<file path="config.mk">
export PLATFORM = sky130hd
export DESIGN_NAME = fetch_stage
export DESIGN_NICKNAME = d
export VERILOG_FILES = /design/src/rtl/riscv_pkg.sv /design/src/rtl/fetch_queue.sv /design/src/rtl/fetch_stage.sv
export SDC_FILE = /design/constraint.sdc
export NUM_CORES = 1
export LEC_CHECK = 0
export BUFFER_PORTS_ARGS = -buffer_cell sky130_fd_sc_hd__buf_2
export CAP_MARGIN = 0
export CELL_PAD_IN_SITES_DETAIL_PLACEMENT = 1
export CELL_PAD_IN_SITES_GLOBAL_PLACEMENT = 2
export CORE_UTILIZATION = 35
export CTS_CLUSTER_DIAMETER = 80
export DETAILED_ROUTE_END_ITERATION = 12
export PLACE_DENSITY = 0.75
export SETUP_SLACK_MARGIN = 0.05
export SYNTH_ARGS = -nofsm -noshare
export SYNTH_HDL_FRONTEND = slang
export SYNTH_SLANG_ARGS = --single-unit
</file>
<file path="constraint.sdc">
create_clock -name clk -period 8.7 [get_ports clk]
set_input_delay 1.74 -clock clk [delete_from_list [all_inputs] [get_ports clk]]
set_output_delay 1.74 -clock clk [all_outputs]
set_load 0.1 [all_outputs]
</file>
<file path="src/rtl/riscv_pkg.sv">
// riscv: shared RV32 fetch types, reset vector and fetch queue entry layout
package riscv;
    localparam int PC_W = 9;
    typedef logic [31:0] ir_t;
    typedef logic [PC_W-1:0] pc_t;
    localparam ir_t NOP = 32'h0000_0013;
    localparam logic [31:0] INIT_PC = 32'h0000_0000;
    typedef struct packed {
        ir_t ir;
        pc_t pc;
    } fetch_entry_t;
endpackage

</file>
<file path="src/rtl/fetch_queue.sv">
// fetch_queue: synchronous FIFO of fetched instructions with flush and occupancy count
module fetch_queue
    import riscv::*;
#(
    parameter int DEPTH = 2,
    parameter int CW = $clog2(DEPTH) + 1
) (
    input  logic         clk,
    input  logic         reset,
    input  logic         flush_i,
    input  logic         push_i,
    input  fetch_entry_t entry_i,
    input  logic         pop_i,
    output fetch_entry_t head_o,
    output logic [CW-1:0] count_o,
    output logic         empty_o
);
    localparam int AW = $clog2(DEPTH);

    fetch_entry_t mem_q [DEPTH];
    logic [AW-1:0] wr_q, rd_q;
    logic [CW-1:0] count_q;

    // entry storage needs no reset; stale slots are never read while empty
    always_ff @(posedge clk) begin
        if (push_i) mem_q[wr_q] <= entry_i;
    end

    // pointers wrap naturally at DEPTH; count tracks occupancy through push/pop overlap
    always_ff @(posedge clk) begin
        if (reset || flush_i) begin
            wr_q    <= '0;
            rd_q    <= '0;
            count_q <= '0;
        end else begin
            if (push_i) wr_q <= wr_q + 1'b1;
            if (pop_i) rd_q <= rd_q + 1'b1;
            count_q <= count_q + CW'(push_i) - CW'(pop_i);
        end
    end

    assign head_o  = mem_q[rd_q];
    assign count_o = count_q;
    assign empty_o = (count_q == '0);
endmodule

</file>
<file path="src/rtl/fetch_stage.sv">
// fetch_stage: PC sequencing, single-cycle imem reads and a decoupling instruction queue
module fetch_stage
    import riscv::*;
#(
    parameter int DEPTH = 2
) (
    input  logic        clk,
    input  logic        reset,
    output logic        imem_en,
    output pc_t         imem_addr,
    input  logic [31:0] imem_data,
    input  logic        redirect,
    input  pc_t         redirect_pc,
    output logic        if_valid,
    input  logic        if_ready,
    output ir_t         if_ir,
    output pc_t         if_pc
);
    localparam int CW = $clog2(DEPTH) + 1;

    pc_t pc_q, pc_d, issued_q;
    logic inflight_q, kill_q;
    logic pop, push, empty;
    logic [CW-1:0] count, credit;
    fetch_entry_t head, entry;

    // credit counts the slot freed by this cycle's pop so a full-rate stream never stalls
    assign pop       = if_valid && if_ready;
    assign credit    = count + CW'(inflight_q) - CW'(pop);
    assign imem_en   = !reset && !redirect && (credit < CW'(DEPTH));
    assign imem_addr = pc_q;
    assign push      = inflight_q && !kill_q && !redirect;
    assign entry     = '{ir: imem_data, pc: issued_q};

    // next fetch address: redirect target word-aligned, else advance on each issued read
    always_comb begin
        pc_d = redirect ? (redirect_pc & ~pc_t'(3)) : imem_en ? pc_q + pc_t'(4) : pc_q;
    end

    // PC, in-flight tracking and the kill flag that cancels a response from before a redirect
    always_ff @(posedge clk) begin
        if (reset) begin
            pc_q       <= pc_t'(INIT_PC);
            issued_q   <= '0;
            inflight_q <= 1'b0;
            kill_q     <= 1'b0;
        end else begin
            pc_q       <= pc_d;
            inflight_q <= imem_en;
            kill_q     <= redirect;
            if (imem_en) issued_q <= pc_q;
        end
    end

    fetch_queue #(.DEPTH(DEPTH), .CW(CW)) u_queue (
        .clk    (clk),
        .reset  (reset),
        .flush_i(redirect),
        .push_i (push),
        .entry_i(entry),
        .pop_i  (pop),
        .head_o (head),
        .count_o(count),
        .empty_o(empty)
    );

    assign if_valid = !empty;
    assign if_ir    = empty ? NOP : head.ir;
    assign if_pc    = empty ? '0 : head.pc;
endmodule

</file>
# After elaboration in Yosys (flattened, before gate mapping)
# Memories as Yosys holds them, arrays and structs flattened. A register that Yosys moved wholly into a read port is not among the register bits.
# Index checks and enable logic that the tools add are counted.
# word_totals
out_inout_bits	52
romBits	0
mem_count	1
latchBits	0
reg_bits	24
ram_bits	82
in_bits	45
# mem_list
memory	depth	word_bits	rd	rd_clocked_by_memory_dff	write_ports	line_no	rtl
u_queue.mem_q	2	41	1	1	1	fetch_queue.sv:20	fetch_entry_t mem_q [DEPTH];
# op_classes
n_shift	0
bitwise_logic	0
n_mul	0
reduce_logical	13
div	0
add_sub_neg	7
n_lt_le_gt_ge	1
eq_ne	0
n_mux	8
# op_table
operator	n
32-bit two-way mux	1
9-bit two-way mux	3
9-bit by 3-bit adder with 9-bit output (second input constant)	1
1-bit logical AND	5
2-bit by 1-bit adder with 2-bit output	2
1-bit zero test	4
1-bit two-way mux	4
2-bit by 1-bit subtractor with 2-bit output	2
1-bit adder (second input constant)	2
2-bit zero test	1
2-bit < comparator (second input constant)	1
2-bit nonzero test	1
2-bit OR reduction	1
1-bit logical OR	1

# Logic depth before layout (Yosys ltp)
# logic_depth
ltp_word	8
depth_mapped	10

# By module
# A second synthesis with hierarchy kept.
# unflattened
hier_cells	287
hier_area_um2	4448.0
# modules_own_cells
mod	cells_per_inst	n_inst	seq_area_each_um2	area_per_inst_um2
fetch_queue	148	1	2562.5	3382.0
fetch_stage	139	1	320.3	1066.0

# Worst setup path before layout
# OpenSTA, ideal clock, no wires.
# synth_timing
kind	in2out
startpoint	input if_ready
endpoint	output imem_en
setup_slack_ns	2.067
arrival_ns	4.893
n_path_buf	2
stages	7
cell_sequence	and2_1 -> ha_1 -> nor2b_1 -> xor2_1 -> buf_6 -> buf_2 -> nor3_1
# synth_via
elab_chain_len	4
# synth_lines
element	line_no	rtl
start, declared	fetch_stage.sv:15	input logic if_ready,
1-bit logical AND	fetch_stage.sv:28	assign pop = if_valid && if_ready;
2-bit by 1-bit subtractor with 2-bit output	fetch_stage.sv:29	assign credit = count + CW'(inflight_q) - CW'(pop);
2-bit < comparator	fetch_stage.sv:30	assign imem_en = !reset && !redirect && (credit < CW'(DEPTH));
1-bit logical AND	fetch_stage.sv:30	
end, declared	fetch_stage.sv:9	output logic imem_en,
# Every way passes these cells.

# Worst setup path after layout
# layout_timing
startpoint	input if_ready
endpoint	output imem_en
# layout_via
elab_chain_len	4
# layout_lines
element	line_no	rtl
1-bit logical AND	fetch_stage.sv:28	
via pop	fetch_stage.sv:23	logic pop, push, empty;
2-bit by 1-bit subtractor with 2-bit output	fetch_stage.sv:29	
2-bit < comparator	fetch_stage.sv:30	
1-bit logical AND	fetch_stage.sv:30	
# The timed path passes the listed nets, and every way through them passes these cells.

==> key figures <==
STA
  – Pins Over Slew Limit: 0
  – Final setup fails: 0
  – Clock Skew: 0.00955 ns
  – Period utilisation layout: 60.2%
  – Setup TNS: 0 ns
  – Worst slew pin tran: 0.953 ns
  – Final-report hold violation count: 0
  – PnR worst setup slack: 3.46 ns
  – Rel. slew slack: 36.5%
  – Final worst path period need: 5.24 ns
  – Unrepaired setup endpoints after global routing: false
  – Hold WS: 0.461 ns
  – Fmax: 0.191 GHz

Synth
  – Dominant cell by count in the synthesized netlist: edfxtp_1
  – Post-synthesis mux area share: 9.90%
  – Async SR Flop Fraction: 0%
  – Count of cell types in the netlist: 35
  – Adder-cell share of the synthesized area: 0.951%
  – Average cell area after synthesis: 13.9 µm²
  – Xor/xnor share of the synthesized area: 2.12%
  – Gate Count Post-Synth: 283
  – Post-synth top area cell: edfxtp_1
  – Synthesized cell area: 3950 µm²
  – Yosys Warn Count: 0
  – Simple-Gate Fraction of Synth Area: 9.83%
  – Post-synth EDFFs: 78
  – Area share of the largest cell type after synthesis: 59.4%
  – Synth top area cells: edfxtp_1 (59%), dfxtp_1 (11%), mux2i_1 (9.9%)
  – Commonest cells post-synth: edfxtp_1 (78), nor2_1 (43), mux2i_1 (39)
  – Most used DFF post-synth: edfxtp_1
  – Synth Area in Compound Gates: 4.12%
  – Register area share after synthesis: 70.0%
  – Register bit count reported by yosys: 99
  – Largest family of logic cells by synthesized area: multiplexers

Clock tree
  – TritonCTS Sinks: 99
  – CTS tree: yes
  – Post-CTS sizing: 0
  – Total setup buffers inserted after CTS: 0
  – CTS H-tree depth: 3
  – Post-CTS Hold Fix Bufs: 0
  – CTS clock-pin slew for the worst setup and hold paths: 0.09 ns
  – Clock Path Buffers: 2
  – Clk_lat worst skew: 0.35 ns
  – TritonCTS buffer count: 9
  – CTS root buffer: clkbuf_8

Placement
  – Gpl congestion: 0.684
  – Dpl hpwl: 5260 µm
  – Placed Cells: 501
  – I/O Buffers: 90
  – DP Area: 4530 µm²
  – Dpl ws: 3.47 ns

GRT
  – Met2 Usage GRT: 24.7%
  – GR Layer Usage met1: 16.7%
  – First-pass GRT wire length: 12500 µm
  – Met3 Use GR: 2.77%
  – GRT Max-Usage Layer: met2
  – Vias in the first global route: 2554
  – Antenna violations before repair: 1
  – Largest net degree at the start of global routing: 40
  – All-Layer GR Usage: 14.1%
  – Overflow after GRT: 0

Drt
  – Detailed Route Iter0 Violations: 81
  – DR pass1 iterations: 3
  – # DRC: 0
  – DR vias: 2503
  – Total wire length: 8020 µm
  – Avg WL per Cell: 15.5 µm
  – Antenna Violating Nets Remaining: 0
  – Avg Vias per Cell: 4.84

Worst setup path
  – Required @ worst endpoint: 6.96 ns
  – Crit path DAT: 3.50 ns
  – RR Endpoint: imem_addr[7]$_SDFFE_PP0P_
  – CP Class: in2out
  – Type of origin of the critical path: primary input
  – Setup slack, reg-to-reg: 5.34 ns
  – Critical R2R Launch: u_queue.count_o[1]$_SDFF_PN0_
  – FF-to-FF path depth: 9
  – Crit-path max FO: 20
  – Setup crit end kind: output pin

Hold path
  – Hold Path Stages: 0
  – Hold endpoint: u_queue.mem_q[0][2]$_DFFE_PP_
  – Hold wc startpoint: issued_q[2]$_SDFFE_PP0P_
  – Worst Hold Class: reg2reg

Floorplanning
  – DIE AREA: 11700 µm²
  – Row count: 38
  – Core ar.: 10900 µm²
  – Die H: 108 µm
  – Starting Density: 36.2%
  – Ports: 97
  – Chip width: 108 µm

Final layout
  – Nets: 420
  – # diodes: 0
  – Multi-input gate area: 1090 µm²
  – Register Area: 2760 µm²
  – Synthesis-to-layout area growth: 19.4%
  – Finished layout cell area: 4710 µm²
  – Fillers: 1168
  – Share of layout cells above drive strength 1: 30.0%
  – Fin util: 43.3%
  – Fin cells: 517

Power
  – PwrDens: 195 nW/µm²
  – Worst vdd ir: 0.0653 mV
  – Clock network fraction of design power: 30.4%
  – Internal power: 0.674 mW
  – Sw Share: 26.5%
  – Total power: 0.918 mW
  – Static Leak: 1.76 nW
  – Seq pwr share: 57.5%
  – Sw power: 0.244 mW
  – Combinational power share: 12.0%

Status
  – Status: finished clean

Flow run
  – Maxcap violations: 0
## kinds of logic after synthesis
family                   after synthesis
flip-flops                            99
multiplexers                          39
AND/OR/NAND/NOR                       87
XOR/XNOR                               7
buffers and inverters                 24
AO/OA/AOI/OAI                         23
other                                  1
adder cells (fa/ha/maj)                3
## power by group through the flow
| stage | Combinational (mW) | Clock, mW | Sequential [mW] |
|---|---|---|---|
| floorplan | 0.0688 | 0 | 0.556 |
| detailed placement | 0.112 | 0 | 0.539 |
| CTS | 0.112 | 0.286 | 0.528 |
| finish | 0.111 | 0.279 | 0.528 |
| global placement | 0.110 | 0 | 0.539 |
| global route | 0.117 | 0.307 | 0.530 |
## cell type report
class                   count  share of cell area, %
repair buffers             93                   10.0
well taps                 140                   3.72
clock buffers              10                   2.71
clock inverters             6                   1.19
multi-input cells         163                   23.2
inverters                   6                  0.478
flip-flops and latches     99                   58.7
## flip-flops by register name, indices dropped and copies added, names as in the netlist, named ones only
| signal | count |
|---|---|
| u_queue.mem_q | 78 |
| imem_addr | 7 |
| issued_q | 7 |
| u_queue.count_o | 2 |
| inflight_q | 1 |
| kill_q | 1 |
| u_queue.rd_q | 1 |
| u_queue.wr_q | 1 |
## how the worst max path moves through the flow
stage / startpoint / endpoint / slack [ns] / cells after the start
after detailed placement: if_ready / imem_en / 3.47 / 8
after CTS: u_queue.count_o[1]$_SDFF_PN0_ / imem_en / 3.40 / 9
final: if_ready / imem_en / 3.46 / 8
after global placement: if_ready / imem_en / 3.46 / 8
after global routing: u_queue.count_o[1]$_SDFF_PN0_ / imem_en / 3.17 / 9
after floorplan: if_ready / imem_en / 2.07 / 7
## placed cells by master, fill, tap and decap left out, types with 4 or more instances in the layout
cell | synthesis | layout
inv_1 | 6 | 6
o211ai_1 | 6 | 6
nand2_1 | 15 | 15
dfxtp_1 | 21 | 20
xnor2_1 | 4 | 4
buf_2 | 3 | 90
mux2i_1 | 39 | 39
conb_1 | 1 | 4
edfxtp_1 | 78 | 78
clkbuf_8 | 0 | 9
nor2_1 | 43 | 42
o21ai_0 | 6 | 6
nand3_1 | 9 | 9
nor3_1 | 7 | 7
## layer usage
metal / routed length [µm] / part of all wire (%)
met4: 108 / 1.3
met2: 3980 / 50
met3: 430 / 5.4
met1: 3490 / 43
met5: 11 / 0.14
## worst max-delay path, stage by stage
cell	delay (ns)
buf_2	0.10
and2_1	0.16
ha_1	0.32
nor2b_1	0.27
xor2_1	0.11
buf_4	0.22
nor3_1	0.13
buf_2	0.45
Power figures use the tool's default switching activity.
